==> src/rtl/collision_detector_pkg.sv <==
// rtl/collision_detector_pkg.sv - shared sprite geometry defaults and hit-edge bit positions
package collision_detector_pkg;
   localparam int unsigned SMILEY_SIZE_DEFAULT = 32;
   localparam int unsigned EDGE_BAND_DEFAULT   = 8;
   localparam int unsigned OFFSET_W            = 11;

   localparam int unsigned EDGE_LEFT   = 3;
   localparam int unsigned EDGE_TOP    = 2;
   localparam int unsigned EDGE_RIGHT  = 1;
   localparam int unsigned EDGE_BOTTOM = 0;

   typedef logic [3:0] edge_code_t;
endpackage

==> src/rtl/edge_decoder.sv <==
// rtl/edge_decoder.sv - classifies a sprite-relative pixel offset into the struck edge(s)
module edge_decoder
   import collision_detector_pkg::*;
#(
   parameter int unsigned SMILEY_SIZE = SMILEY_SIZE_DEFAULT,
   parameter int unsigned EDGE_BAND   = EDGE_BAND_DEFAULT
) (
   input  logic [OFFSET_W-1:0] offset_x_i,
   input  logic [OFFSET_W-1:0] offset_y_i,
   output edge_code_t          code_o
);
   localparam logic [OFFSET_W-1:0] SIZE_W = OFFSET_W'(SMILEY_SIZE);
   localparam logic [OFFSET_W-1:0] BAND_W = OFFSET_W'(EDGE_BAND);
   localparam logic [OFFSET_W-1:0] FAR_W  = OFFSET_W'(SMILEY_SIZE - EDGE_BAND);

   // Offsets outside the sprite never classify, even if they fall in a band numerically.
   always_comb begin
      code_o = '0;
      if (offset_x_i < SIZE_W && offset_y_i < SIZE_W) begin
         code_o[EDGE_LEFT]   = offset_x_i < BAND_W;
         code_o[EDGE_RIGHT]  = offset_x_i >= FAR_W;
         code_o[EDGE_TOP]    = offset_y_i < BAND_W;
         code_o[EDGE_BOTTOM] = offset_y_i >= FAR_W;
      end
   end
endmodule

==> src/rtl/collision_detector.sv <==
// rtl/collision_detector.sv - per-pixel sprite overlap detection with per-frame qualified obstacle hits
module collision_detector
   import collision_detector_pkg::*;
#(
   parameter int unsigned SMILEY_SIZE = SMILEY_SIZE_DEFAULT,
   parameter int unsigned EDGE_BAND   = EDGE_BAND_DEFAULT,
   parameter int unsigned MIN_OVERLAP = 2
) (
   input  logic                clk,
   input  logic                resetN,
   input  logic                startOfFrame,
   input  logic                pause,
   input  logic                reset_level,
   input  logic                smileyDR,
   input  logic [OFFSET_W-1:0] offsetX,
   input  logic [OFFSET_W-1:0] offsetY,
   input  logic                borderTopDR,
   input  logic                borderLeftDR,
   input  logic                borderRightDR,
   input  logic                flipperDR,
   input  logic                obstacleDR,
   output logic                collisionSmileyBorderTop,
   output logic                collisionSmileyBorderLeft,
   output logic                collisionSmileyBorderRight,
   output logic                collisionSmileyFlipper,
   output logic                collisionSmileyObstacle,
   output logic [3:0]          hitEdgeCode
);
   localparam logic [7:0] MIN_W = 8'(MIN_OVERLAP);

   edge_code_t edge_code;
   logic       top_q, left_q, right_q, flip_q, sticky_q;
   logic       top_d, left_d, right_d, flip_d, sticky_d;
   logic [7:0] cnt_q, cnt_d;
   edge_code_t hit_q, hit_d;
   logic [7:0] base_cnt;
   logic       base_sticky;
   edge_code_t base_hit;

   edge_decoder #(.SMILEY_SIZE(SMILEY_SIZE), .EDGE_BAND(EDGE_BAND)) u_edge_decoder (
      .offset_x_i (offsetX),
      .offset_y_i (offsetY),
      .code_o     (edge_code)
   );

   // A frame boundary restarts accumulation but the same cycle's pixel still belongs to the new frame.
   always_comb begin
      base_cnt    = startOfFrame ? 8'd0 : cnt_q;
      base_sticky = startOfFrame ? 1'b0 : sticky_q;
      base_hit    = startOfFrame ? 4'd0 : hit_q;
      top_d       = 1'b0;
      left_d      = 1'b0;
      right_d     = 1'b0;
      flip_d      = 1'b0;
      cnt_d       = base_cnt;
      sticky_d    = base_sticky;
      hit_d       = base_hit;
      if (reset_level) begin
         cnt_d    = 8'd0;
         sticky_d = 1'b0;
         hit_d    = '0;
      end else if (!pause) begin
         top_d   = smileyDR && borderTopDR;
         left_d  = smileyDR && borderLeftDR;
         right_d = smileyDR && borderRightDR;
         flip_d  = smileyDR && flipperDR;
         if (smileyDR && obstacleDR && base_cnt < MIN_W) begin
            cnt_d = base_cnt + 8'd1;
            if (cnt_d == MIN_W && !base_sticky) begin
               sticky_d = 1'b1;
               hit_d    = edge_code;
            end
         end
      end
   end

   always_ff @(posedge clk or negedge resetN) begin
      if (!resetN) begin
         top_q    <= 1'b0;
         left_q   <= 1'b0;
         right_q  <= 1'b0;
         flip_q   <= 1'b0;
         cnt_q    <= 8'd0;
         sticky_q <= 1'b0;
         hit_q    <= '0;
      end else begin
         top_q    <= top_d;
         left_q   <= left_d;
         right_q  <= right_d;
         flip_q   <= flip_d;
         cnt_q    <= cnt_d;
         sticky_q <= sticky_d;
         hit_q    <= hit_d;
      end
   end

   assign collisionSmileyBorderTop   = top_q;
   assign collisionSmileyBorderLeft  = left_q;
   assign collisionSmileyBorderRight = right_q;
   assign collisionSmileyFlipper     = flip_q;
   assign collisionSmileyObstacle    = sticky_q;
   assign hitEdgeCode                = hit_q;
endmodule

==> config.mk <==
export PLATFORM = sky130hd
export DESIGN_NAME = collision_detector
export DESIGN_NICKNAME = d
export VERILOG_FILES = /design/src/rtl/collision_detector_pkg.sv /design/src/rtl/edge_decoder.sv /design/src/rtl/collision_detector.sv
export SDC_FILE = /design/constraint.sdc
export NUM_CORES = 1
export LEC_CHECK = 0
export CORE_AREA = 2 2 47 49
export CTS_CLUSTER_DIAMETER = 30
export DETAILED_ROUTE_END_ITERATION = 6
export DIE_AREA = 0 0 49 51
export PLACE_DENSITY = 0.79
export SLEW_MARGIN = 5
export SYNTH_ARGS = -nofsm -noshare
export SYNTH_HDL_FRONTEND = slang
export SYNTH_HIERARCHICAL = 1
export SYNTH_SLANG_ARGS = --single-unit
==> constraint.sdc <==
create_clock -name clk -period 2.6 [get_ports clk]
set_input_delay 0.52 -clock clk [delete_from_list [all_inputs] [get_ports clk]]
set_output_delay 0.52 -clock clk [all_outputs]
set_load 0.01 [all_outputs]
Word level (Yosys, flattened, before mapping)
Cells that the tools add are included.
{"block": "word_totals", "word_cells": 48, "input_bits": 33, "reg_bits": 17, "out_inout_bits": 9}
{"block": "op_classes", "n_eq_ne": 1, "addsub": 1, "n_reduce_logical": 9, "magnitude_cmp": 7, "muxes": 23}
{"op": "two-way mux 8 bit", "count": 4}
{"op": "two-way mux 4 bit", "count": 6}
{"op": "greater-or-equal comparator 11 x 5 -> 1 bit, second input constant", "count": 2}
{"op": "< comparator 11 x 4 -> 1 bit, second input constant", "count": 2}
{"op": "< comparator 11 x 6 -> 1 bit, second input constant", "count": 2}
{"op": "two-way mux 1 bit", "count": 13}
{"op": "adder 8 x 1 -> 8 bit, second input constant", "count": 1}
{"op": "== test 8 x 2 -> 1 bit, second input constant", "count": 1}
{"op": "logical AND 1 bit", "count": 8}
{"op": "< comparator 8 x 2 -> 1 bit, second input constant", "count": 1}
{"op": "zero test 1 bit", "count": 1}

Depth between registers and ports, before layout
Gate-level depths: netlist of the first run.
{"block": "logic_depth", "word_depth": 8, "depth_mapped": 4, "depth_no_buf": 4}

Hierarchy
Netlist of the first run, hierarchy kept.
{"module": "collision_detector", "cells_per_inst": 56, "n_inst": 1, "seq_area_each_um2": 425.4, "area_each_um2": 698.2}
{"module": "edge_decoder", "cells_per_inst": 11, "n_inst": 1, "seq_area_each_um2": 0.0, "area_each_um2": 92.6}

Least setup slack after synthesis of the first run
No wires, ideal clock.
{"block": "synth_path", "kind": "register -> register", "startpoint": "register cnt_q[3]", "endpoint": "register hit_q[0] (netlist: hitEdgeCode[0])", "n_path_buf": 0, "period_less_slack_ns": 1.616, "stages_incl_launch_ff": 4, "setup_slack_ns": 0.984, "t_arrival_ns": 1.537, "cell_sequence": "dfrtp_1 -> or4_4 -> nor4_4 -> mux2i_1"}
{"block": "synth_between", "elab_chain_len": 8}
{"element": "start, declared", "line_no": "collision_detector.sv:34", "rtl": "logic [7:0] cnt_q, cnt_d;"}
{"element": "start signal, assigned", "line_no": "collision_detector.sv:91", "rtl": "cnt_q <= cnt_d;"}
{"element": "two-way mux 8 bit *", "line_no": "collision_detector.sv:48", "rtl": "base_cnt = startOfFrame ? 8'd0 : cnt_q;"}
{"element": "adder 8 x 1 -> 8 bit", "line_no": "collision_detector.sv:68", "rtl": "cnt_d = base_cnt + 8'd1;"}
{"element": "== test 8 x 2 -> 1 bit", "line_no": "collision_detector.sv:69", "rtl": "if (cnt_d == MIN_W && !base_sticky) begin"}
{"element": "logical AND 1 bit", "line_no": "collision_detector.sv:69"}
{"element": "two-way mux 4 bit", "line_no": "collision_detector.sv:69"}
{"element": "two-way mux 4 bit *", "line_no": "collision_detector.sv:67", "rtl": "if (smileyDR && obstacleDR && base_cnt < MIN_W) begin"}
{"element": "two-way mux 4 bit *", "line_no": "collision_detector.sv:62", "rtl": "end else if (!pause) begin"}
{"element": "two-way mux 4 bit *", "line_no": "collision_detector.sv:58", "rtl": "if (reset_level) begin"}
{"element": "named net hit_d[0]", "line_no": "collision_detector.sv:35", "rtl": "edge_code_t hit_q, hit_d;"}
{"element": "end signal, assigned", "line_no": "collision_detector.sv:93", "rtl": "hit_q <= hit_d;"}
{"element": "end, declared", "line_no": "collision_detector.sv:35"}
The timed path passes the listed nets; every way through them passes the cells marked *.

Final worst setup path of the first run
{"block": "layout_path", "startpoint": "input port startOfFrame", "endpoint": "register hit_q[0] (netlist: hitEdgeCode[0])"}
{"block": "layout_between", "elab_chain_len": 8}
{"element": "start, declared", "line_no": "collision_detector.sv:11", "rtl": "input logic startOfFrame,"}
{"element": "two-way mux 8 bit", "line_no": "collision_detector.sv:48"}
{"element": "adder 8 x 1 -> 8 bit", "line_no": "collision_detector.sv:68"}
{"element": "== test 8 x 2 -> 1 bit", "line_no": "collision_detector.sv:69"}
{"element": "logical AND 1 bit", "line_no": "collision_detector.sv:69"}
{"element": "two-way mux 4 bit", "line_no": "collision_detector.sv:69"}
{"element": "two-way mux 4 bit", "line_no": "collision_detector.sv:67"}
{"element": "two-way mux 4 bit *", "line_no": "collision_detector.sv:62"}
{"element": "two-way mux 4 bit *", "line_no": "collision_detector.sv:58"}
{"element": "named net hit_d[0]", "line_no": "collision_detector.sv:35"}
Marks and branches as above.

==> qor.yml, run 1 <==
global_routing:
  grt_usage: 0.141
  grt_pass1_vias: 653
  grt_max_degree: 18
  antenna_found_initial: 0
  grt_overflow_total: 0
  grt_pass1_wl_microns: 2680
clocking:
  postCtsSetupRepairBufs: 0
  post_cts_resized: 0
  cts_buffers: 3
  ctsHoldBuffers: 0
  cts.htree.levels: 1
  cts.path.max_buffers: 2
  clkLatencyLatePin_ns: 0.28
  cts_root_buffer: "clkbuf_4"
  clock_sinks: 17
  path_clk_slew_ns: 0.09
  cts_tree: "done"
setup_path:
  regToRegSetupSlack_ns: 0.87
  crit_arrival_ns: 2.04
  cp.required_ns: 2.80
  crit_fanout: 4
  startpoint_type: "primary input"
  end_kind: "flip-flop"
  critical_path_class: "in -> reg"
yosys:
  ys_types: 23
  ys_seq_area_frac: 0.538
  synth_fp_nets: 100
  yosysWarnings: 6
  syn-instance-count: 67
  syn_area_per_cell_sq_um: 11.8
  synth.cell_area_sq_um: 791
  ys_ff_latch: 17
routing:
  drc: 0
  wl_per_cell_microns: 11.7
  dr.pass1.iters: 2
  drt_iter0_markers: 6
  final_antenna_net_count: 0
  dr_total_vias: 650
  routed_wl_microns: 1550
  via_per_inst: 4.89
flow_run:
  maxCapViolations: 0
cells_and_area:
  nFillCells: 182
  final_common_cell: "clkdlybuf4s50_1"
  n_antenna_cell: 0
  nets: 139
  fin_util: 0.582
  drive_gt1_frac: 0.133
  mostFrequentLayoutCells: "35 x clkdlybuf4s50_1, 17 x dfrtp_1, 9 x and2_1, 5 x nand2_1"
  register_area_sq_um: 425
  multi_input_area_sq_um: 354
  syn_to_final_growth_pct: 51.7
floorplanning:
  core_region_area_sq_um: 2060
  pin_count: 42
  die_w_microns: 49
  fp.dieArea_sq_um: 2500
  die_h_microns: 51
  rows: 17
  start_util: 0.383
placement:
  dp_slack_ns: 0.463
  portBuffers: 35
  dp_hpwl_microns: 1300
  gp_congestion: 0.763
power_and_ir_drop:
  finalPower_mw: 0.468
  leakage_nw: 0.487
  power_density_nw_per_um2: 390
  ir_drop_v: 0.000206
sta:
  fin_skew_ns: 0.00603
  period_share: 0.706
  min_period_ns: 1.84
  final-hold-violation-count: 0
  grt_setup_unrepaired: "false"
  setup_viol: 0
  fin_ws_ns: 0.763
  finalSetupTns_ns: 0
  fmax_mhz: 544
  slew_viol_final: 0
  tightest_slew_ns: 0.725
  slew_headroom: 0.515
hold_path:
  hold_path_class: "reg -> reg"
status:
  outcome: "completed"
[metrics by stage]
step / instance area, sq um / hold WS (ns) / cells
floorplan: 791 / 0.224 / 67
global placement: 1170 / 0.460 / 129
detailed placement: 1170 / 0.463 / 129
CTS: 1200 / 0.490 / 133
global route: 1200 / 0.511 / 133
finish: 1200 / 0.483 / 133
[flip-flops by register name (all words and copies together) (netlist names)]
register and cells:
cnt_q 8, collisionSmileyBorderLeft 1, collisionSmileyBorderRight 1, collisionSmileyBorderTop 1, collisionSmileyFlipper 1, collisionSmileyObstacle 1, hitEdgeCode 4
[where the power goes]
group	internal [mW]	switching, mW
Clock	0.0571	0.0771
Sequential	0.266	0.000905
Combinational	0.0446	0.0215
[area by class of cell]
| cell class | count | area share |
|---|---|---|
| inverters | 2 | 0.00626 |
| well taps | 28 | 0.0292 |
| multi-input cells | 47 | 0.295 |
| clock buffers | 3 | 0.0188 |
| flip-flops and latches | 17 | 0.355 |
| clock inverters | 1 | 0.00417 |
| repair buffers | 35 | 0.292 |
[kinds of logic (layout without fill, tap and decap cells)]
logic type             count (synthesis)  in the layout  share of synthesized area
DFF                                   17             17                      0.538
buffers and inverters                  3             41                     0.0142
AOI/OAI and AO/OA                      4              4                     0.0427
and+or+nand+nor                       39             39                      0.354
muxes                                  4              4                     0.0506
[synthesized netlist by cell type]
master	number	share of area
clkbuf_1	1	0.0047
or2_2	1	0.0079
nor2_1	2	0.0095
nor4_4	1	0.027
nand2_1	5	0.024
nor3_1	1	0.0063
nor4_1	4	0.032
or4_4	4	0.057
nand2b_1	4	0.032
o21a_1	2	0.019
and2_2	1	0.0095
nor4b_2	1	0.019
o32ai_1	1	0.011
inv_1	2	0.0095
or4bb_1	1	0.014
and2_1	9	0.071
nand3b_1	1	0.0095
dfrtp_1	17	0.54
or3_1	2	0.016
o31a_2	1	0.013
or3b_2	1	0.011
nor3b_1	1	0.0095
mux2i_1	4	0.051
[worst max-delay path, stage by stage]
cell,delay (ns)
clkdlybuf4s50_1,0.46
or3b_2,0.51
nor4_4,0.31
mux2i_1,0.24
[final timing paths]
check	from	end	cells past startpoint
max	startOfFrame	hitEdgeCode[0]$_DFF_PN0_	4
min	cnt_q[4]$_DFF_PN0_	cnt_q[4]$_DFF_PN0_	1
max reg2reg	cnt_q[3]$_DFF_PN0_	hitEdgeCode[0]$_DFF_PN0_	3
min reg2reg	cnt_q[4]$_DFF_PN0_	cnt_q[4]$_DFF_PN0_	1
max in group asynchronous	resetN	cnt_q[5]$_DFF_PN0_	1
min in group asynchronous	resetN	cnt_q[6]$_DFF_PN0_	1
[metal layers]
layer / up-vias / track usage / part of all wire
li1: 316 / - / -
met1: 307 / 0.153 / 0.41
met2: 23 / 0.263 / 0.53
met3: 4 / 0.0175 / 0.039
met4: 0 / 0.0857 / 0.023
met5: - / 0 / 0
Power figures use the tool's default switching activity.
==> run 2, diff against run 1 <==
CORE_AREA = 2 2 49 51   (was 2 2 47 49)
DIE_AREA = 0 0 51 53   (was 0 0 49 51)
PLACE_DENSITY = 0.74   (was 0.79)
clock period = 1.7 ns   (was 2.6 ns; I/O delays follow)
==> run 2 against run 1 <==
  * Combinational power grew 75%
  * Via count grew 4.8%
  * Clock power grew 64%
  * Routed wire length grew 19%
  * Global-route usage grew 1.6 points
  * Power grew 59%
  * Worst setup slack lost 0.69 ns
  * Register-to-register slack lost 0.79 ns
  * Largest cell class unchanged
  * Largest power group unchanged
==> qor.yml, run 2 (synthesis gave the netlist of run 1 again) <==
status:
  outcome: "completed"
cells_and_area:
  regMostFlops: "cnt_q"
  n_antenna_cell: 0
  largest_register_ffs: 8
  final_common_cell: "clkdlybuf4s50_1"
  mostFrequentLayoutCells: "35 x clkdlybuf4s50_1, 17 x dfrtp_1, 9 x and2_1, 7 x buf_4, 5 x nand2_1"
  fin_util: 0.598
  drive_gt1_frac: 0.223
  syn_to_final_growth_pct: 62.3
  nets: 146
floorplanning:
  start_util: 0.368
  core_region_area_sq_um: 2150
  rows: 17
  die_h_microns: 53
  die_w_microns: 51
  fp.dieArea_sq_um: 2700
  pin_count: 42
global_routing:
  grt_overflow_total: 0
  grt_pass1_vias: 718
  antenna_found_initial: 0
  grt_usage: 0.157
  grt_max_degree: 18
  grt_pass1_wl_microns: 3100
clocking:
  cts_root_buffer: "clkbuf_4"
  ctsHoldBuffers: 0
  clkLatencyLatePin_ns: 0.29
  cts.htree.levels: 1
  cts.path.max_buffers: 2
  cts_buffers: 3
  cts_tree: "done"
  path_clk_slew_ns: 0.10
  clock_sinks: 17
sta:
  slew_headroom: 0.802
  period_share: 0.959
  fin_ws_ns: 0.0705
  final-hold-violation-count: 0
  finalSetupTns_ns: 0
  setup_viol: 0
  slew_viol_final: 0
  fin_skew_ns: 0.000636
  fmax_mhz: 614
  holdWs_ns: 0.351
  grt_setup_unrepaired: "false"
  tightest_slew_ns: 0.294
  min_period_ns: 1.63
power_and_ir_drop:
  power_density_nw_per_um2: 580
  ir_drop_v: 0.000394
  finalPower_mw: 0.745
  leakage_nw: 0.522
setup_path:
  critical-path-slowest-cell: "or4_4"
  cp_top_family: "simple AND/OR/NAND/NOR gates"
  crit_arrival_ns: 1.85
  end_kind: "flip-flop"
  critical_path_class: "in -> reg"
  cp.required_ns: 1.92
  cp_num_buf_inv: 1
  slowest_delay_ns: 0.57
  startpoint_type: "primary input"
  crit_fanout: 4
  crit_chain: "clkdlybuf4s50_1 > or4_4 > nor4_1 > nand2b_1 > mux2i_1"
routing:
  via_per_inst: 4.86
  wl_per_cell_microns: 13.2
  dr_total_vias: 681
  drt_iter0_markers: 9
  final_antenna_net_count: 0
  routed_wl_microns: 1850
  dr.pass1.iters: 4
  drc: 0
placement:
  dp_slack_ns: -0.233
  portBuffers: 35
  dp_hpwl_microns: 1410
  gp_congestion: 0.778
hold_path:
  hold_path_class: "in -> async"
flow_run:
  maxCapViolations: 0
-- run 2: path summary, 6_finish.rpt --
kind | cells after the start | start | slack [ns] | endpoint
max | 5 | offsetY[6] | 0.07 | hitEdgeCode[0]$_DFF_PN0_
min | 2 | resetN | 0.35 | hitEdgeCode[0]$_DFF_PN0_
max reg2reg | 3 | cnt_q[6]$_DFF_PN0_ | 0.08 | cnt_q[0]$_DFF_PN0_
min reg2reg | 1 | cnt_q[5]$_DFF_PN0_ | 0.48 | cnt_q[5]$_DFF_PN0_
max in group asynchronous | 2 | resetN | 1.17 | cnt_q[2]$_DFF_PN0_
min in group clk | 1 | cnt_q[5]$_DFF_PN0_ | 0.48 | cnt_q[5]$_DFF_PN0_
-- run 2: what timing repair did --
| action | 4_1_cts | 5_1_grt |
|---|---|---|
| pin swaps | 2 | 0 |
| gates resized for setup | 1 | 4 |
| gates cloned | 0 | 0 |
| setup buffers | 1 | 0 |
| endpoints found under the setup margin | 2 | 5 |
-- run 2: power by group --
group	switching [mW]	total, mW	internal [mW]
registers	0.00153	0.409	0.407
clock network	0.130	0.220	0.0896
logic	0.0393	0.116	0.0767
-- run 2: final cells by class --
type,instances,area (sq um)
Clock inverter,1,7.51
Tap cell,28,35.0
Clock buffer,3,22.5
Timing Repair Buffer,42,403
Multi-Input combinational cell,47,383
Inverter,2,7.51
Sequential cell,17,425
Fill cell,186,865
-- run 2: layer usage --
metal	vias to the layer above	global-route usage	routed length, microns
met5	-	0	0
met4	0	0.0315	6
met3	2	0.0565	99
met2	20	0.286	972
met1	327	0.176	772
li1	332	-	-
-- run 2: metrics by stage --
stage	cell area, sq um	instances
floorplan	791	67
global placement	1220	135
detailed placement	1220	135
CTS	1260	140
global route	1280	140
finish	1280	140
